**src/rtl/nexys_starship_uart_report.sv**
```systemverilog
// ============================================================================
// nexys_starship_uart_report: 8N1 UART sender for the 8-byte game-over report
// Rev 1.0 - initial release
// ============================================================================
`default_nettype none

module nexys_starship_uart_report #(
  parameter int CLK_HZ       = 100_000_000,
  parameter int BAUD         = 115_200,
  parameter int CLKS_PER_BIT = CLK_HZ / BAUD
) (
  input  logic       board_clk,
  input  logic       Reset,
  input  logic       start,
  input  logic [1:0] event_code,
  input  logic [3:0] time_min,
  input  logic [3:0] time_sec_10s,
  input  logic [3:0] time_sec_1s,
  output logic       UartTx,
  output logic       busy,
  output logic       done
);

  localparam int             CNT_W    = (CLKS_PER_BIT > 1) ? $clog2(CLKS_PER_BIT) : 1;
  localparam logic [CNT_W-1:0] BIT_LAST = CNT_W'(CLKS_PER_BIT - 1);

  typedef enum logic [1:0] {
    IDLE      = 2'd0,
    START_BIT = 2'd1,
    DATA_BITS = 2'd2,
    STOP_BIT  = 2'd3
  } state_t;

  state_t           state_q, state_d;
  logic [CNT_W-1:0] cnt_q, cnt_d;
  logic [2:0]       bit_idx_q, bit_idx_d;
  logic [2:0]       byte_idx_q, byte_idx_d;
  logic [1:0]       ev_q, ev_d;
  logic [3:0]       min_q, min_d;
  logic [3:0]       s10_q, s10_d;
  logic [3:0]       s1_q, s1_d;
  logic             tx_q, tx_d;
  logic             busy_q, busy_d;
  logic             done_q, done_d;

  logic [7:0]       cur_byte;
  logic [2:0]       next_bit;
  logic             bit_end;

  function automatic logic [7:0] hex_char(input logic [3:0] v);
    return (v < 4'd10) ? (8'h30 + {4'h0, v}) : (8'h37 + {4'h0, v});
  endfunction

  always_comb begin
    cur_byte = 8'h0A;
    case (byte_idx_q)
      3'd0: begin
        case (ev_q)
          2'd0:    cur_byte = 8'h54;
          2'd1:    cur_byte = 8'h42;
          2'd2:    cur_byte = 8'h4C;
          default: cur_byte = 8'h52;
        endcase
      end
      3'd1:    cur_byte = 8'h20;
      3'd2:    cur_byte = hex_char(min_q);
      3'd3:    cur_byte = 8'h3A;
      3'd4:    cur_byte = hex_char(s10_q);
      3'd5:    cur_byte = hex_char(s1_q);
      3'd6:    cur_byte = 8'h0D;
      default: cur_byte = 8'h0A;
    endcase
  end

  assign next_bit = bit_idx_q + 3'd1;
  assign bit_end  = (cnt_q == BIT_LAST);

  // tx_d carries the level for the next bit so UartTx comes straight from a flop
  always_comb begin
    state_d    = state_q;
    cnt_d      = cnt_q;
    bit_idx_d  = bit_idx_q;
    byte_idx_d = byte_idx_q;
    ev_d       = ev_q;
    min_d      = min_q;
    s10_d      = s10_q;
    s1_d       = s1_q;
    tx_d       = tx_q;
    busy_d     = busy_q;
    done_d     = 1'b0;

    if (state_q != IDLE) begin
      cnt_d = bit_end ? '0 : cnt_q + CNT_W'(1);
    end

    case (state_q)
      IDLE: begin
        if (start) begin
          state_d    = START_BIT;
          ev_d       = event_code;
          min_d      = time_min;
          s10_d      = time_sec_10s;
          s1_d       = time_sec_1s;
          byte_idx_d = 3'd0;
          bit_idx_d  = 3'd0;
          cnt_d      = '0;
          tx_d       = 1'b0;
          busy_d     = 1'b1;
        end
      end
      START_BIT: begin
        if (bit_end) begin
          state_d   = DATA_BITS;
          bit_idx_d = 3'd0;
          tx_d      = cur_byte[0];
        end
      end
      DATA_BITS: begin
        if (bit_end) begin
          if (bit_idx_q == 3'd7) begin
            state_d = STOP_BIT;
            tx_d    = 1'b1;
          end else begin
            bit_idx_d = next_bit;
            tx_d      = cur_byte[next_bit];
          end
        end
      end
      STOP_BIT: begin
        if (bit_end) begin
          if (byte_idx_q == 3'd7) begin
            state_d = IDLE;
            busy_d  = 1'b0;
            done_d  = 1'b1;
            tx_d    = 1'b1;
          end else begin
            state_d    = START_BIT;
            byte_idx_d = byte_idx_q + 3'd1;
            tx_d       = 1'b0;
          end
        end
      end
      default: state_d = IDLE;
    endcase
  end

  always_ff @(posedge board_clk or posedge Reset) begin
    if (Reset) begin
      state_q    <= IDLE;
      cnt_q      <= '0;
      bit_idx_q  <= 3'd0;
      byte_idx_q <= 3'd0;
      ev_q       <= 2'd0;
      min_q      <= 4'd0;
      s10_q      <= 4'd0;
      s1_q       <= 4'd0;
      tx_q       <= 1'b1;
      busy_q     <= 1'b0;
      done_q     <= 1'b0;
    end else begin
      state_q    <= state_d;
      cnt_q      <= cnt_d;
      bit_idx_q  <= bit_idx_d;
      byte_idx_q <= byte_idx_d;
      ev_q       <= ev_d;
      min_q      <= min_d;
      s10_q      <= s10_d;
      s1_q       <= s1_d;
      tx_q       <= tx_d;
      busy_q     <= busy_d;
      done_q     <= done_d;
    end
  end

  assign UartTx = tx_q;
  assign busy   = busy_q;
  assign done   = done_q;

endmodule

`default_nettype wire

```
**config.mk**
```make
export PLATFORM = sky130hd
export DESIGN_NAME = nexys_starship_uart_report
export DESIGN_NICKNAME = d
export VERILOG_FILES = /design/src/rtl/nexys_starship_uart_report.sv
export SDC_FILE = /design/constraint.sdc
export NUM_CORES = 1
export LEC_CHECK = 0
export CORE_MARGIN = 4
export CORE_UTILIZATION = 25
export DETAILED_ROUTE_END_ITERATION = 7
export GPL_TIMING_DRIVEN = 0
export PLACE_DENSITY = 0.46
export SLEW_MARGIN = 30
export SYNTH_ARGS = -nofsm -noshare
export SYNTH_HDL_FRONTEND = slang
export SYNTH_SLANG_ARGS = --single-unit
```
**constraint.sdc**
```tcl
create_clock -name board_clk -period 4.9 [get_ports board_clk]
set_input_delay 0.735 -clock board_clk [delete_from_list [all_inputs] [get_ports board_clk]]
set_output_delay 0.735 -clock board_clk [all_outputs]
set_load 0.01 [all_outputs]
```
After elaboration in Yosys (flattened, before gate mapping)
Cells that the tools add are included.
Widths: inputs -> output; s select.
{ "classes": {"n_reduce_logical": 12, "multipliers": 0, "n_lt_le_gt_ge": 4, "n_div": 0, "bitwise": 0, "eq_ne": 22, "add_sub_neg": 9, "shifts": 0, "n_mux": 39} }
{ "op_table": {"columns": ["op", "n"], "rows": [
  ["$pmux 8 s7", 1],
  ["$add 6x4->7 const A", 6],
  ["$mux 10", 4],
  ["$mux 7", 3],
  ["$mux 3", 6],
  ["$ne 2x2->1 const B", 8],
  ["$eq 3x3->1 const B", 5],
  ["$pmux 5 s3", 1],
  ["$mux 1", 13],
  ["$lt 4x4->1 const B", 3],
  ["$reduce_and 4->1", 3],
  ["$add 10x1->10 const B", 1],
  ["$eq 10x10->1 const B", 1],
  ["$mux 2", 5],
  ["$reduce_and 5->1", 2],
  ["$pmux 3 s3", 1],
  ["$pmux 2 s4", 1],
  ["$add 3x1->3 const B", 2],
  ["$eq 2x2->1 const B", 3],
  ["$eq 3x2->1 const B", 2],
  ["$pmux 3 s2", 1],
  ["$eq 2x1->1 const B", 2],
  ["$logic_not 2->1", 2],
  ["$lt 3x4->1 const B", 1],
  ["other kinds (8)", 9]
]} }
{ "word_totals": {"rom_bits": 0, "in_bits": 17, "latchBits": 0, "ramBits": 0, "mem_count": 0, "word_cells": 97, "register_bits": 35} }

Depth between registers and ports, before layout
{ "logic_depth": {"ltp_word": 8, "mapped_depth": 9, "mapped_depth_nobuf": 8} }

Worst setup path before layout
OpenSTA, ideal clock, no wires.
{ "synth_path": {"path_type": "register to register", "start": "register byte_idx_q[0]", "end": "register tx_q, in the netlist UartTx", "path_buffers": 0, "path_stages_with_launch": 9, "required_ps": 4813, "arrival_time_ps": 1898, "setup_ps": 87, "period_less_slack_ps": 1985, "slack_ps": 2915, "path_cell_list": "dfrtp_1 -> inv_1 -> ha_1 -> nand2b_1 -> a211oi_1 -> or4_1 -> a2111oi_0 -> or4_1 -> a21oi_1"} }
{ "synth_via": {"elab_chain_len": 7, "word_cells_on_any_way": 17} }
{ "synth_lines": {"columns": ["element", "line", "source"], "rows": [
  ["start, declared", "37", "logic [2:0] byte_idx_q, byte_idx_d;"],
  ["start signal, assigned", "164", "byte_idx_q <= byte_idx_d;"],
  ["$eq 3x3->1 (tied with other cells)", "56", "case (byte_idx_q)"],
  ["$pmux 8 s7", "56", null],
  ["$bmux 1 s3", "125", "tx_d = cur_byte[next_bit];"],
  ["$mux 1 (implied by the code)", "125", null],
  ["$mux 1", "120", "if (bit_idx_q == 3'd7) begin"],
  ["$mux 1", "119", "if (bit_end) begin"],
  ["$pmux 1 s4 *", "96", "case (state_q)"],
  ["end signal, assigned", "169", "tx_q <= tx_d;"],
  ["end, declared", "42", "logic tx_q, tx_d;"]
]} }
Mark *: on every way between the ends. The rest lies on a longest branch, timed or not. The select of a mux whose other input is x is not followed.
A chain may end at the register's enable or synchronous reset.

Worst setup path after layout
Ends and elaborated chain as after synthesis.

==> results.cfg <==
[sta]
setup_viol = 0
fmax_mhz = 428.9
tightest_slew_ns = 0.5476
period_share_pct = 47.59
period_needed_ns = 2.332
tns_ns = 0
timing.final.hold_violations = 0
clock_skew_ns = 0.01389
drv_slew = 0
rsz0062_at_grt = no
slew-limit-headroom_pct = 63.50

[grt]
grt_max_degree = 19
grt_pass1_vias = 1979
grt_usage_pct = 10.60
grt_pass1_wl_microns = 9639
grt_overflow = 0
antenna_found_initial = 0

[final_layout]
drive_above_1_share_pct = 11.03
nNetsFinal = 326
diodes = 0
stdcell_count = 419
area_delta_synth_final_pct = 20.22

[critical_path]
cp_slowest_cell = or4_1
worstRegToRegCells = 8
crit_family = simple AND/OR/NAND/NOR gates
criticalPathCategory = reg -> reg
required_ns = 5.12
slowest_delay_ns = 0.52
crit_top_cell = or4_1
r2r_setup_slack_ns = 2.57
crit_path_max_fanout = 7
crit_chain = inv_1 -> ha_1 -> nand2b_1 -> a211oi_1 -> or4_1 -> a2111oi_0 -> or4_1 -> a21oi_1
cp_num_buf_inv = 1
setup.worst_path.end_class = register
arrival_ns = 2.55
r2r_start = byte_idx_q[0]
cp-start-kind = register
rr_endpoint = UartTx

[cts]
clockRootBuffer = clkbuf_8
cts_buffer_depth = 2
clk_latency_ns = 0.29
cts_tree = built
cts_buffers = 5
post_cts_buffers = 0
clkTransAtPathRegs_ns = 0.08
htreeDepth = 2
cts_hold_buffers = 0
cts-resized-gates = 0
cts.sinks = 35

[worst_hold_path]
hold_path.class = reg -> reg
min_path_cells = 2
hp-start = bit_idx_q[1]
worstHoldEndpoint = bit_idx_q[1]

[detailed_routing]
wl_per_cell_microns = 13.16
routed_wl_microns = 5513
vias = 1928
vias_per_cell = 4.601
detailedRoute.firstIterationViolations = 110
first_pass_iters = 4
ant_nets = 0
drc = 0

[synthesis]
avgSynthCellArea_sq_um = 9.117
synth_cells = 262
synth_top_cell_by_area = dfrtp_1
synth.distinct_cells = 50
ys_seq_elements = 35
synthesis.nets = 299
netlist_area_sq_um = 2389
synth_edf_count = 0
synth_flop_cell = dfrtp_1
synth_warnings = 0
async_flop_share_pct = 100.0
netlist_top_cells_area = dfrtp_1 (36%), ha_1 (10%), mux2_2 (7.1%)
synth_top_area_share_pct = 35.62
synth_seq_area_share_pct = 36.72

[power]
powerDensity_nw_per_um2 = 190.6
sw_frac_of_total_pct = 21.42
combPwrFrac_pct = 3.9
ir_drop_v = 0.00008756
p_leak_nw = 1.214
p_switching_mw = 0.1173
seqPwrFrac_pct = 52.7
p_clk_share_pct = 43.3
total_power_mw = 0.5474
p_int_mw = 0.4302

[floorplan]
dieArea_sq_um = 11180
initial_core_util_pct = 25.73
rows = 35
die_w_microns = 105.7
die_y_microns = 105.7
io_pins = 20
core_sq_um = 9284

[status]
outcome = finished clean

[place]
routabilityCongestion = 0.8061
hpwlAfterDp_microns = 4276
portBuffers = 19
placed_cells = 411

[run]
maxCapViolations = 0
-- placed cells by master, fill, tap and decap left out, types with 4 or more instances in the layout --
cell type,instances
inv_1,20
o21ai_0,11
o31ai_1,4
mux2_2,15
nor2_1,16
o21ai_1,11
a21oi_1,15
xnor2_1,5
nor3_1,5
nand2b_1,9
a22o_1,4
a211oi_1,4
clkbuf_8,7
nand2_1,25
clkdlybuf4s50_1,19
and3_1,6
ha_1,20
nor2b_1,7
dfrtp_1,34
clkbuf_1,5
nand3_1,5
-- final cells by class --
cell class | count | area [sq um]
fillers | 1003 | 6412
clock buffers | 7 | 96.34
repair buffers | 20 | 217.7
clock inverters | 1 | 7.507
well taps | 129 | 161.4
multi-input cells | 198 | 1394
plain buffers | 7 | 35.03
flip-flops and latches | 35 | 877.1
inverters | 22 | 82.58
-- power groups by stage --
| stage | registers (mW) | logic [mW] | clock network, mW |
|---|---|---|---|
| 2_1_floorplan | 0.294 | 0.00450 | 0 |
| 3_3_place_gp | 0.294 | 0.0197 | 0 |
| 3_5_place_dp | 0.294 | 0.0225 | 0 |
| 4_1_cts | 0.289 | 0.0226 | 0.249 |
| 5_1_grt | 0.289 | 0.0240 | 0.263 |
| 6_report | 0.289 | 0.0216 | 0.237 |
-- logic make-up after synthesis --
group,Yosys count,share of synthesized area (%)
AND/OR/NAND/NOR,87,19.07
flip-flops,35,36.72
XOR/XNOR,5,1.833
multiplexers,17,7.910
adder cells (fa/ha/maj),20,10.48
AO/OA/AOI/OAI,69,19.07
buffers and inverters,29,4.924
-- per-stage QoR --
stage	worst slack, ns	utilization [%]	instance area [sq um]	hold WS [ns]
5_1_grt	2.377	30.93	2872	0.5193
3_5_place_dp	2.305	29.81	2768	0.4740
4_1_cts	2.535	30.93	2872	0.4928
6_report	2.568	30.93	2872	0.4923
3_3_place_gp	2.340	29.51	2740	0.4661
2_1_floorplan	2.915	-	2389	0.4526
-- layer usage --
metal,wire length (microns),global-route usage (%)
met1,2664,13.76
met2,2617,17.81
met3,182,2.327
met4,48,2.775
met5,0,0
-- synth_stat cells, types with 6 or more instances --
master / n
a21oi_1: 15
and3_1: 6
dfrtp_1: 34
ha_1: 20
inv_1: 21
mux2_2: 15
nand2_1: 25
nand2b_1: 9
nor2_1: 16
nor2b_1: 7
o21ai_0: 11
o21ai_1: 11
-- how the worst max path moves through the flow --
stage / start / endpoint / slack, ns / cells after the start
2_1_floorplan: byte_idx_q[0] / UartTx / 2.92 / 8
3_3_place_gp: start / s10_q[2] / 2.34 / 4
3_5_place_dp: start / s1_q[3] / 2.30 / 4
4_1_cts: byte_idx_q[0] / UartTx / 2.53 / 8
5_1_grt: state_q[0] / s1_q[0] / 2.38 / 6
6_report: byte_idx_q[0] / UartTx / 2.57 / 8
-- flip-flops by register name (all words and copies together) (netlist names) --
signal / cells
s1_q: 4
byte_idx_q: 3
busy: 1
s10_q: 4
state_q: 2
min_q: 4
bit_idx_q: 3
done: 1
ev_q: 2
cnt_q: 10
UartTx: 1
-- tightest hold or removal path, delay by kind of cell (launching register included) --
kind / cells / cell delay (ns)
AO/OA/AOI/OAI: 1 / 0.05
flip-flops: 1 / 0.36
AND/OR/NAND/NOR: 1 / 0.05
Note: power is estimated with default switching activity, not from simulation.
